### config.mk
export PLATFORM = sky130hd
export DESIGN_NAME = brick_field_ctrl
export DESIGN_NICKNAME = d
export VERILOG_FILES = /design/src/rtl/brick_field_ctrl.sv
export SDC_FILE = /design/constraint.sdc
export NUM_CORES = 1
export LEC_CHECK = 0
export ABC_AREA = 1
export CORE_UTILIZATION = 45
export CTS_CLUSTER_SIZE = 30
export DETAILED_ROUTE_END_ITERATION = 8
export HOLD_SLACK_MARGIN = 0.1
export PLACE_DENSITY = 0.64
export SYNTH_ARGS = -nofsm -noshare
export SYNTH_HDL_FRONTEND = slang
export SYNTH_SLANG_ARGS = --single-unit
### constraint.sdc
create_clock -name clk -period 7.5 [get_ports clk]
set_clock_uncertainty 0.2 [all_clocks]
set_input_delay 0.75 -clock clk [delete_from_list [all_inputs] [get_ports clk]]
set_output_delay 0.75 -clock clk [all_outputs]
set_load 0.1 [all_outputs]
### src/rtl/brick_field_ctrl.sv
// Brick-field store for the breakout engine: per-brick hit points, a 2-cycle render lookup,
// and a query/erase handshake for the ball logic with live-brick count and level-clear pulse.
module brick_field_ctrl #(
    parameter int COLS        = 16,
    parameter int ROWS        = 8,
    parameter int CELL_W_LOG2 = 5,
    parameter int CELL_H_LOG2 = 3,
    parameter int ORIGIN_X    = 64,
    parameter int ORIGIN_Y    = 64,
    parameter int HP_W        = 2,
    parameter int INIT_HP     = 1
) (
    input  logic                              clk,
    input  logic                              reset,
    input  logic                              init,
    input  logic [9:0]                        hcount,
    input  logic [9:0]                        vcount,
    output logic                              pix_on,
    output logic [2:0]                        pix_rgb,
    input  logic                              q_valid,
    output logic                              q_ready,
    input  logic [9:0]                        q_x,
    input  logic [9:0]                        q_y,
    output logic                              r_valid,
    output logic                              r_hit,
    output logic                              r_cleared,
    output logic [$clog2(COLS*ROWS+1)-1:0]    bricks_left,
    output logic                              all_clear,
    output logic                              busy
);

    localparam int NCELLS = COLS * ROWS;
    localparam int IDX_W  = $clog2(NCELLS);
    localparam int CNT_W  = $clog2(NCELLS + 1);
    localparam logic [10:0] X_LO = 11'(ORIGIN_X);
    localparam logic [10:0] X_HI = 11'(ORIGIN_X + (COLS << CELL_W_LOG2));
    localparam logic [10:0] Y_LO = 11'(ORIGIN_Y);
    localparam logic [10:0] Y_HI = 11'(ORIGIN_Y + (ROWS << CELL_H_LOG2));
    localparam logic [9:0]  X_MASK = 10'((1 << CELL_W_LOG2) - 1);
    localparam logic [9:0]  Y_MASK = 10'((1 << CELL_H_LOG2) - 1);
    localparam logic [IDX_W-1:0] LAST_IDX = IDX_W'(NCELLS - 1);
    localparam logic [HP_W-1:0]  HP_LOAD  = HP_W'(INIT_HP);
    localparam logic [HP_W-1:0]  HP_ZERO  = {HP_W{1'b0}};
    localparam logic [HP_W-1:0]  HP_ONE   = HP_W'(1);

    typedef enum logic [1:0] {
        ST_INIT  = 2'd0,
        ST_IDLE  = 2'd1,
        ST_READ  = 2'd2,
        ST_WRITE = 2'd3
    } state_t;

    // Bounds are compared on 11 bits before any subtraction, so coordinates left of the grid never alias in.
    function automatic logic in_grid(input logic [9:0] x, input logic [9:0] y);
        return ({1'b0, x} >= X_LO) && ({1'b0, x} < X_HI) &&
               ({1'b0, y} >= Y_LO) && ({1'b0, y} < Y_HI);
    endfunction

    function automatic logic [IDX_W-1:0] cell_idx(input logic [9:0] x, input logic [9:0] y);
        logic [9:0] col;
        logic [9:0] row;
        col = (x - 10'(ORIGIN_X)) >> CELL_W_LOG2;
        row = (y - 10'(ORIGIN_Y)) >> CELL_H_LOG2;
        return IDX_W'(row * 10'(COLS) + col);
    endfunction

    function automatic logic off_mortar(input logic [9:0] x, input logic [9:0] y);
        return (((x - 10'(ORIGIN_X)) & X_MASK) != 10'd0) &&
               (((y - 10'(ORIGIN_Y)) & Y_MASK) != 10'd0);
    endfunction

    function automatic logic [2:0] row_colour(input logic [9:0] y);
        logic [9:0] row;
        row = (y - 10'(ORIGIN_Y)) >> CELL_H_LOG2;
        return 3'(row % 10'd7) + 3'd1;
    endfunction

    state_t state_r, next_state_s;

    logic [HP_W-1:0]  hp_mem_r [NCELLS];
    logic [IDX_W-1:0] init_idx_r;
    logic [9:0]       qx_r, qy_r;
    logic             wr_en_r;
    logic [IDX_W-1:0] wr_idx_r;
    logic [HP_W-1:0]  wr_hp_r;
    logic             busy_r, q_ready_r, r_valid_r, r_hit_r, r_cleared_r, all_clear_r;
    logic [CNT_W-1:0] bricks_left_r;

    logic             rnd_in_r, rnd_edge_r;
    logic [IDX_W-1:0] rnd_idx_r;
    logic [2:0]       rnd_rgb_r;
    logic [HP_W-1:0]  rnd_hp_s;
    logic             pix_on_s, pix_on_r;
    logic [2:0]       pix_rgb_s, pix_rgb_r;

    logic             q_in_s, q_hit_s, q_clr_s;
    logic [IDX_W-1:0] q_idx_s;
    logic [HP_W-1:0]  q_hp_s;

    // State register.
    always_ff @(posedge clk) begin
        if (reset) begin
            state_r <= ST_INIT;
        end else begin
            state_r <= next_state_s;
        end
    end

    // Next-state logic; init overrides every state.
    always_comb begin
        next_state_s = state_r;
        case (state_r)
            ST_INIT: begin
                if (init) begin
                    next_state_s = ST_INIT;
                end else if (init_idx_r == LAST_IDX) begin
                    next_state_s = ST_IDLE;
                end else begin
                    next_state_s = ST_INIT;
                end
            end
            ST_IDLE: begin
                if (init) begin
                    next_state_s = ST_INIT;
                end else if (q_valid) begin
                    next_state_s = ST_READ;
                end else begin
                    next_state_s = ST_IDLE;
                end
            end
            ST_READ: begin
                if (init) begin
                    next_state_s = ST_INIT;
                end else begin
                    next_state_s = ST_WRITE;
                end
            end
            ST_WRITE: begin
                if (init) begin
                    next_state_s = ST_INIT;
                end else begin
                    next_state_s = ST_IDLE;
                end
            end
            default: next_state_s = ST_INIT;
        endcase
    end

    // Query lookup of the latched coordinate during READ.
    always_comb begin
        q_in_s  = in_grid(qx_r, qy_r);
        q_idx_s = cell_idx(qx_r, qy_r);
        q_hp_s  = hp_mem_r[q_idx_s];
        q_hit_s = q_in_s && (q_hp_s != HP_ZERO);
        q_clr_s = q_hit_s && (q_hp_s == HP_ONE);
    end

    // Control datapath: init sweep, query latch, response and brick count.
    always_ff @(posedge clk) begin
        if (reset) begin
            init_idx_r    <= {IDX_W{1'b0}};
            busy_r        <= 1'b1;
            q_ready_r     <= 1'b0;
            r_valid_r     <= 1'b0;
            r_hit_r       <= 1'b0;
            r_cleared_r   <= 1'b0;
            all_clear_r   <= 1'b0;
            bricks_left_r <= {CNT_W{1'b0}};
            qx_r          <= 10'd0;
            qy_r          <= 10'd0;
            wr_en_r       <= 1'b0;
            wr_idx_r      <= {IDX_W{1'b0}};
            wr_hp_r       <= HP_ZERO;
        end else begin
            busy_r      <= (next_state_s == ST_INIT);
            q_ready_r   <= (next_state_s == ST_IDLE);
            r_valid_r   <= 1'b0;
            all_clear_r <= 1'b0;
            if (init) begin
                init_idx_r    <= {IDX_W{1'b0}};
                bricks_left_r <= {CNT_W{1'b0}};
                wr_en_r       <= 1'b0;
            end else begin
                case (state_r)
                    ST_INIT: begin
                        if (init_idx_r == LAST_IDX) begin
                            init_idx_r    <= {IDX_W{1'b0}};
                            bricks_left_r <= CNT_W'(NCELLS);
                        end else begin
                            init_idx_r <= init_idx_r + IDX_W'(1);
                        end
                    end
                    ST_IDLE: begin
                        if (q_valid) begin
                            qx_r <= q_x;
                            qy_r <= q_y;
                        end
                    end
                    ST_READ: begin
                        r_valid_r   <= 1'b1;
                        r_hit_r     <= q_hit_s;
                        r_cleared_r <= q_clr_s;
                        wr_en_r     <= q_hit_s;
                        wr_idx_r    <= q_idx_s;
                        wr_hp_r     <= q_hp_s - HP_ONE;
                        if (q_clr_s && (bricks_left_r != {CNT_W{1'b0}})) begin
                            bricks_left_r <= bricks_left_r - CNT_W'(1);
                            all_clear_r   <= (bricks_left_r == CNT_W'(1));
                        end
                    end
                    ST_WRITE: wr_en_r <= 1'b0;
                    default:  wr_en_r <= 1'b0;
                endcase
            end
        end
    end

    // Hit-point array: init sweep loads, WRITE stores the decremented value.
    always_ff @(posedge clk) begin
        if (!reset && !init && (state_r == ST_INIT)) begin
            hp_mem_r[init_idx_r] <= HP_LOAD;
        end else if (!reset && !init && (state_r == ST_WRITE) && wr_en_r) begin
            hp_mem_r[wr_idx_r] <= wr_hp_r;
        end
    end

    // Render stage 0: register cell address and geometry of the current pixel.
    always_ff @(posedge clk) begin
        if (reset) begin
            rnd_in_r   <= 1'b0;
            rnd_edge_r <= 1'b0;
            rnd_idx_r  <= {IDX_W{1'b0}};
            rnd_rgb_r  <= 3'd0;
        end else begin
            rnd_in_r   <= in_grid(hcount, vcount);
            rnd_edge_r <= off_mortar(hcount, vcount);
            rnd_idx_r  <= cell_idx(hcount, vcount);
            rnd_rgb_r  <= row_colour(vcount);
        end
    end

    // Render stage 1 decode: multi-hit bricks show white.
    always_comb begin
        rnd_hp_s  = hp_mem_r[rnd_idx_r];
        pix_on_s  = 1'b0;
        pix_rgb_s = 3'd0;
        if (rnd_in_r && rnd_edge_r && (rnd_hp_s != HP_ZERO)) begin
            pix_on_s = 1'b1;
            if (rnd_hp_s > HP_ONE) begin
                pix_rgb_s = 3'b111;
            end else begin
                pix_rgb_s = rnd_rgb_r;
            end
        end else begin
            pix_on_s  = 1'b0;
            pix_rgb_s = 3'd0;
        end
    end

    // Render stage 1 output register.
    always_ff @(posedge clk) begin
        if (reset) begin
            pix_on_r  <= 1'b0;
            pix_rgb_r <= 3'd0;
        end else begin
            pix_on_r  <= pix_on_s;
            pix_rgb_r <= pix_rgb_s;
        end
    end

    assign pix_on      = pix_on_r;
    assign pix_rgb     = pix_rgb_r;
    assign q_ready     = q_ready_r;
    assign r_valid     = r_valid_r;
    assign r_hit       = r_hit_r;
    assign r_cleared   = r_cleared_r;
    assign bricks_left = bricks_left_r;
    assign all_clear   = all_clear_r;
    assign busy        = busy_r;

endmodule

---- After elaboration in Yosys (flattened, before gate mapping) ----
Memory sizes are Yosys's and may differ from the RTL's. A register that Yosys moved wholly into a read port is not among the register bits.
Index checks and enable logic that the tools add are counted.
cells by class
  add/sub/neg operators ................... 10
  div/mod/pow operators ................... 1
  order comparisons ....................... 9
  equality and inequality tests ........... 9
  multiplexer cells ....................... 24
  bitwise gates (word level) .............. 4
  reduce and logical (&&, ||, !) cells .... 34
operators with widths
  operator                 count
  $ge A10 B7 Y1 const B    4
  $sub A10 B7 Y10 const B  3
  $mux W7                  3
  $lt A10 B10 Y1 const B   2
  $lt A10 B8 Y1 const B    2
  $reduce_bool A10 Y1      2
  $logic_and A1 B1 Y1      16
  $mux W8                  2
  $pmux W8 S2              1
  $add A7 B5 Y7            2
  $mod A7 B3 Y10 const B   1
  $mux W1                  10
  $mux W2                  5
  $eq A8 B1 Y1 const B     1
  $pmux W2 S4              1
  $reduce_bool A2 Y1       4
  $reduce_bool A8 Y1       1
  $sub A8 B1 Y8 const B    1
  $add A7 B1 Y7 const B    1
  $eq A7 B7 Y1 const B     1
  $eq A2 B1 Y1 const B     3
  $reduce_and A3 Y1        2
  $reduce_or A2 Y1         3
  $sub A6 B1 Y6 const B    1
  12 further kinds         19
word-level totals
  bits in registers ....................... 62
  bits in writable memories ............... 256
  output and inout port bits .............. 18
  memories ................................ 1
memory list
  memory    depth  bits a word  read ports  clocked after memory_dff  wr ports  RTL line  text
  hp_mem_r  128    2            2           1                         1         80        logic [HP_W-1:0] hp_mem_r [NCELLS];

---- Longest topological paths before layout ----
Gate-level depths: netlist of run 1.
  depth in word-level cells ............... 9
  depth in mapped cells ................... 39
  mapped depth without buffers ............ 39

---- Worst setup path after synthesis of run 1 ----
No wires, ideal clock.
  path kind ............................... in2reg
  start point ............................. in init
  end point ............................... mem hp_mem_r[0][1] (data pin)
  setup time .............................. 797 ps
  arrival time ............................ 4420 ps
  path slack .............................. 2083 ps
  cell stages on the path ................. 4
  path buffers ............................ 1
  cell sequence ........................... nor2_1 > nand4_1 > clkbuf_1 > nor2_1
between the ends
  cells in the longest elaborated chain, start to end .. 9
  elaborated cells on any way between the ends .. 10
  those cells by class .................... mux: 4; reduce/logical: 6
RTL lines
  what                               RTL line  text
  start, declared                    15        input logic init,
  $logic_not A1 Y1 (*)               220, 222
  $logic_and A1 B1 Y1 (*)            220, 222
  $logic_and A1 B1 Y1 (2 in series)  222       end else if (!reset && !init && (state_r == ST_WRITE) && wr_en_r) begin
  $mux W1                            222
  $mux W1 (*)                        220       if (!reset && !init && (state_r == ST_INIT)) begin
  $mux W1 (not written as such) (*)  223       hp_mem_r[wr_idx_r] <= wr_hp_r;
  $reduce_or A2 Y1 (no line) (*)     n/a
  $mux W2 (no line) (*)              n/a
  end, declared                      80
Every way passes the cells marked *; elsewhere a longest branch is shown, timed or not.

---- Final worst setup path of run 1 ----
  start point ............................. reg qx_r[5]
  end point ............................... reg bricks_left_r[7], in the netlist bricks_left[7]
between the ends
  cells in the longest elaborated chain, start to end .. 9
  elaborated cells on any way between the ends .. 15
  those cells by class .................... add/sub: 2; order compare: 2; eq/ne: 2; reduce/logical: 8; memory: 1
RTL lines
  what                                                       RTL line  text
  start, declared                                            82        logic [9:0] qx_r, qy_r;
  start signal, assigned                                     195       qx_r <= q_x;
  $sub A10 B7 Y10 (tied with other cells)                    62        col = (x - 10'(ORIGIN_X)) >> CELL_W_LOG2;
  $add A7 B5 Y7 or $logic_and A1 B1 Y1 (tied branches)       64, 55
  $mem_v2 Z128 W2 or $logic_and A1 B1 Y1 (tied branches)     n/a
  $reduce_bool A2 Y1 or $logic_and A1 B1 Y1 (tied branches)  154, 56
  $logic_and A1 B1 Y1                                        154       q_hit_s = q_in_s && (q_hp_s != HP_ZERO);
  $logic_and A1 B1 Y1 (*)                                    155       q_clr_s = q_hit_s && (q_hp_s == HP_ONE);
  $logic_and A1 B1 Y1 (*)                                    206       if (q_clr_s && (bricks_left_r != {CNT_W{1'b0}})) begin
  $ne A2 B2 Y1 (no line) (*)                                 n/a
  $reduce_and A3 Y1 (no line) (*)                            n/a
  end signal, assigned                                       168       bricks_left_r <= {CNT_W{1'b0}};
  end signal, assigned                                       181       bricks_left_r <= {CNT_W{1'b0}};
  end signal, assigned                                       207       bricks_left_r <= bricks_left_r - CNT_W'(1);
  end, declared                                              87        logic [CNT_W-1:0] bricks_left_r;
Marked as above.
A chain may end at the register's enable or synchronous reset.

==> results of run 1 <==
==> worst min-delay path by stage <==
stage,to,slack (ps),cells past startpoint
floorplan,qy_r[8],220,2
global placement,qy_r[8],230,2
detailed placement,qy_r[8],240,2
CTS,qy_r[8],250,2
global route,qy_r[8],270,2
finish,qy_r[8],250,2
==> cell families after synthesis <==
group | synth area share [%]
buffers and inverters | 5.12
flip-flops | 54.2
adder cells (fa/ha/maj) | 1.58
XOR/XNOR | 1.10
AND/OR/NAND/NOR | 19.1
AO/OA/AOI/OAI | 18.9
==> cell usage in the layout, fill, tap and decap left out, drive strengths merged, types with 5 or more instances in the layout <==
cell	count
nor3	24
clkinv	16
a221oi	14
nand3	62
xor2	11
o311ai	9
clkbuf	48
ha	21
dfxtp	66
inv	102
o21ai	308
nand4	9
a21oi	62
clkdlybuf4s50	58
or2	5
nor2	489
o22ai	72
nand2	159
buf	21
xnor2	9
edfxtp	256
o221ai	56
==> area by class of cell <==
class,count,area share [%]
inverters,104,2.11
repair buffers,79,4.03
clock inverters,15,0.550
clock buffers,48,5.41
flip-flops and latches,322,48.4
well taps,468,3.14
multi-input cells,1334,36.4
==> power breakdown <==
part / switching (mW) / internal [mW]
Sequential: 0.0127 / 1.91
Combinational: 0.255 / 0.138
Clock: 0.707 / 0.978
==> sequential cells by signal (all words and copies together), names as in the netlist, named ones only <==
register     count
all_clear        1
rnd_in_r         1
r_cleared        1
r_valid          1
state_r          2
rnd_edge_r       1
qy_r             7
r_hit            1
bricks_left      8
wr_idx_r         7
pix_on           1
wr_en_r          1
init_idx_r       7
pix_rgb          3
busy             1
q_ready          1
wr_hp_r          2
rnd_rgb_r        3
qx_r            10
hp_mem_r       256
==> synth_stat cells (8+ instances only) <==
cell type	instances	share of area (%)
o22ai_1	72	2.7
nand4_1	8	0.30
a221oi_1	14	0.74
o221ai_1	56	2.9
nor3_1	24	0.72
dfxtp_1	66	7.9
clkbuf_1	118	2.7
a21oi_1	61	1.8
nand2_2	11	0.41
inv_1	95	2.1
nand3_1	56	1.7
nand2_1	140	3.2
o311ai_0	9	0.47
nor2_1	479	11
edfxtp_1	256	46
xor2_1	10	0.53
xnor2_1	9	0.47
ha_1	21	1.6
o21ai_0	307	9.2
nand2_4	8	0.54
==> worst max-delay path: stages (launching register included) <==
cell and delay [ps]:
dfxtp_4 930, clkinv_2 850, buf_12 490, a21oi_1 180, a221oi_1 100, o311ai_0 470
o311ai_0 310, nand2_1 130, inv_1 40, o21ai_0 430, ha_1 240, nor3_1 50
nand4_1 120, nor2_1 50, inv_1 80, nor3_1 60, nor2_1 260, inv_1 120
nand2_1 120, nor3_1 60, xor2_1 150, o21a_1 170
==> metrics by stage <==
stage	hold WS [ps]	instance area, µm²	util (%)
2_1_floorplan	224	16600	-
3_3_place_gp	234	17500	48.0
3_5_place_dp	240	17500	48.0
4_1_cts	249	18600	51.0
5_1_grt	274	18600	51.0
6_report	248	18600	51.0
==> layer usage <==
metal	wire (µm)	vias up	track usage (%)
met5	0	-	0
met4	2250	0	13.3
met3	5390	186	4.19
met2	22800	900	42.7
li1	-	6660	-
met1	19900	6841	34.3
==> results_dict.tcl, run 1 <==
set metrics [dict create \
    regArea_um2 9020 \
    area_delta_synth_final_pct 12.1 \
    ys_seq_area_share_pct 54.2 \
    multi_input_area_um2 6790 \
    fmax_ghz 0.172 \
    fin_setup_tns_ps 0 \
    first_iter_violations 1768 \
    antenna_cells 0 \
    routedWlPerCell_um 21.3 \
    fin_crit_sh_pct 77.5 \
    fillers 3317 \
    required_ps 7730 \
    drv_cap 0 \
    synth_edf_count 256 \
    grt_start_max_net_pins 83 \
    grt_antenna_before_repair 0 \
    portBuffers 58 \
    setup_slack_ps 1680 \
    r2r-start "qx_r[5]" \
    die_h_um 194 \
    min_path_type "reg2reg" \
    synth.net_count 1948 \
    hold_violations 0 \
    path_class "reg2reg" \
    overflow 0 \
    yosysWarnings 0 \
    p_leak_nw 6.73 \
    dp.cells 2307 \
    drc 0 \
    total_power_mw 4.00 \
    syn_area_per_cell_um2 8.83 \
    vias 14600 \
    ctsLongestPathBuffers 3 \
    vias_per_cell 6.15 \
    ios 62 \
    grt_first_pass_wirelength_um 77700 \
    start_util_pct 45.5 \
    post-route-min-period_ps 5820 \
    clkSinkCount 322 \
    drtPass1Iterations 8 \
    async_reset_ff_share_pct 0 \
    r2r_cells 21 \
    ant_nets 0 \
    max_slew_margin_pct 20.0 \
    grt_pass1_vias 14500 \
    placementRows 70 \
    crit_arrival_ps 6040 \
    critPathCapture "bricks_left[7]" \
    setup_viol 0 \
    power_density_nw_per_um2 215 \
    vdd_drop_max_uv 150 \
    die_x_um 194 \
    tritoncts "yes" \
    cts-root-buf "clkbuf_16" \
    clk_pin_slew_ps 60 \
    ctsHoldBuffers 0 \
    grt_use_total_pct 26.3 \
    syn_inst 1883 \
    drive_above_1_share_pct 7.05 \
    status "complete, no violations" \
    fin_cells 2370 \
    critPathLaunchType "register" \
    critPathMaxFanout 82 \
    ys_seq_elements 322 \
    htreeDepth 2 \
    max_slew.worst_pin.slew_ps 1200 \
    regToRegSetupSlack_ps 1680 \
    r2r-end "bricks_left[7]" \
    synth_top_flop_cell "edfxtp_1" \
    cts_inserted_buffers 36 \
    ys_types 49 \
    dieArea_um2 37700 \
    syn-cell-area_um2 16600 \
    post_cts_resized 0 \
    rsz0062_at_grt "no" \
    cp-end-kind "register" \
    crit_start "qx_r[5]" \
    slew_violations 0 \
    wl_um 50400 \
    post_cts_buffers 0 \
    routabilityCongestion 0.841 \
    final_nets 1942 \
    core_um2 36500 \
    clock_latency_ps 530 \
    post-place-ws_ps 1630 \
    dp_hpwl_um 29800 \
    min-delay-start "qy_r[8]" \
]
No activity file was read; power rests on OpenSTA's default activity.
==> inputs of run 2 (changes only) <==
clock period = 5.4 ns   (was 7.5 ns; I/O delays follow)
==> run 2 against run 1 <==
Effect of this change: sequential cell count stayed put; register-to-register slack got worse by 940 ps; combinational power increased by 43%; worst hold slack worse by 2.2 ps; die area stayed put; critical path depth is 15 higher; final area up 1.5%; largest cell class unchanged; via count is 0.62% higher; sequential power up 39%.
==> results_dict.tcl, run 2 (synthesized netlist as in run 1, its figures left out) <==
set metrics [dict create \
    status "complete, no violations" \
    max_slew_margin_pct 31.2 \
    fmax_ghz 0.203 \
    portBuffers 58 \
    vias_per_cell 6.12 \
    whs_ps 246 \
    path_class "in2reg" \
    area_delta_synth_final_pct 13.8 \
    overflow 0 \
    first_iter_violations 1920 \
    vias 14700 \
    finish.utilization_pct 51.8 \
    die_x_um 194 \
    p_leak_nw 6.85 \
    rsz0062_at_grt "no" \
    vdd_drop_max_uv 223 \
    final_nets 1971 \
    ant_nets 0 \
    slowest_delay_ps 490 \
    clkSinkCount 322 \
    slew_violations 0 \
    ios 62 \
    crit_arrival_ps 5180 \
    dieArea_um2 37700 \
    grt_first_pass_wirelength_um 78200 \
    most-common-layout-cells "nor2_1 (478), o21ai_0 (307), edfxtp_1 (256), nand2_1 (140), inv_1 (92)" \
    clock_latency_ps 520 \
    drive_above_1_share_pct 8.60 \
    cts-root-buf "clkbuf_16" \
    start_util_pct 45.5 \
    wl_um 50700 \
    final_common_cell "nor2_1" \
    placementRows 70 \
    switchingPower_mw 1.37 \
    antenna_cells 0 \
    htreeDepth 2 \
    drtPass1Iterations 5 \
    r2r-start "qx_r[6]" \
    grt_use_total_pct 26.6 \
    die_h_um 194 \
    setup_viol 0 \
    share_seq_of_total_power_pct 48.0 \
    min-delay-start "qy_r[8]" \
    grt_pass1_vias 14400 \
    multi_input_area_um2 6790 \
    post_cts_resized 0 \
    required_ps 5660 \
    p_sw_share_pct 24.6 \
    pwr-share-clk_pct 41.9 \
    share_comb_of_total_power_pct 10.1 \
    drv_cap 0 \
    routedWlPerCell_um 21.2 \
    core_um2 36500 \
    regArea_um2 9020 \
    clk_pin_slew_ps 60 \
    critPathMaxFanout 6 \
    fin_crit_sh_pct 91.2 \
    post_cts_buffers 0 \
    largest-register "hp_mem_r" \
    total_power_mw 5.56 \
    ctsLongestPathBuffers 3 \
    hold_violations 0 \
    crit_start "vcount[6]" \
    grt_start_max_net_pins 130 \
    fillers 3312 \
    largest_register_ffs 256 \
    critPathLaunchType "input pin" \
    tritoncts "yes" \
    power_density_nw_per_um2 294 \
    ctsHoldBuffers 0 \
    cp-end-kind "register" \
    p_int_mw 4.19 \
    drc 0 \
    routabilityCongestion 0.868 \
    min_path_type "reg2reg" \
    cts_inserted_buffers 36 \
    slowest_stage "clkdlybuf4s50_1" \
    post-route-min-period_ps 4930 \
    max_slew.worst_pin.slew_ps 1030 \
    grt_antenna_before_repair 0 \
    dp_hpwl_um 30900 \
]
==> run 2: cell types whose count changed in the layout (fill, tap and decap cells not counted) <==
cell,previous run,this run
clkbuf_2,1,0
buf_4,20,45
clkinv_4,0,1
clkbuf_1,6,1
buf_12,1,5
clkbuf_8,4,3
clkinv_1,6,8
clkinvlp_4,0,4
==> run 2: path summary, 6_finish.rpt <==
| check | cells after the start | to | slack [ps] |
|---|---|---|---|
| setup / recovery | 36 | rnd_rgb_r[2] | 470 |
| hold / removal | 2 | qy_r[8] | 250 |
| setup reg to reg | 21 | bricks_left[7] | 740 |
| hold reg to reg | 2 | qy_r[8] | 250 |
==> run 2: final cells by class <==
cell class | instances | area share (%)
inverters | 104 | 2.08
clock buffers | 41 | 5.13
repair buffers | 108 | 5.38
multi-input cells | 1334 | 35.9
flip-flops and latches | 322 | 47.7
well taps | 468 | 3.09
clock inverters | 22 | 0.787
==> run 2: metal layers <==
| metal | vias to the layer above | GRT usage [%] | part of all wire, % | wire length (µm) |
|---|---|---|---|---|
| li1 | 6711 | - | - | - |
| met1 | 6909 | 35.1 | 40 | 20300 |
| met2 | 891 | 42.7 | 45 | 23000 |
| met3 | 166 | 4.54 | 10 | 5310 |
| met4 | 0 | 12.5 | 4.2 | 2120 |
| met5 | - | 0 | 0 | 0 |
==> run 2: stage by stage <==
step / area, µm² / setup slack [ps] / cells / TNS (ps)
2_1_floorplan: 16600 / 193 / 1883 / 0
3_3_place_gp: 17800 / 53.1 / 2336 / 0
3_5_place_dp: 17800 / -42.4 / 2336 / -76.3
4_1_cts: 18900 / 484 / 2399 / 0
5_1_grt: 18900 / 0.843 / 2399 / 0
6_report: 18900 / 473 / 2399 / 0
==> run 2: critical path, delay by kind of cell <==
family | cells | cell delay, ps
fa+ha+maj | 5 | 1060
simple gates | 21 | 2040
xor+xnor | 2 | 310
buf+inv | 7 | 980
compound gates | 1 | 240
==> run 2: power by group through the flow <==
stage | clock network, mW | registers [mW] | logic [mW]
6_report | 2.33 | 2.67 | 0.562
5_1_grt | 2.45 | 2.67 | 0.624
4_1_cts | 2.35 | 2.67 | 0.554
3_5_place_dp | 0 | 2.72 | 0.551
3_3_place_gp | 0 | 2.72 | 0.544
2_1_floorplan | 0 | 2.71 | 0.396
==> inputs of run 3 (changes only) <==
TNS_END_PERCENT = 1   (was not set)
==> results of run 3 <==
Final layout, timing and power as in run 2 (identical DEF).
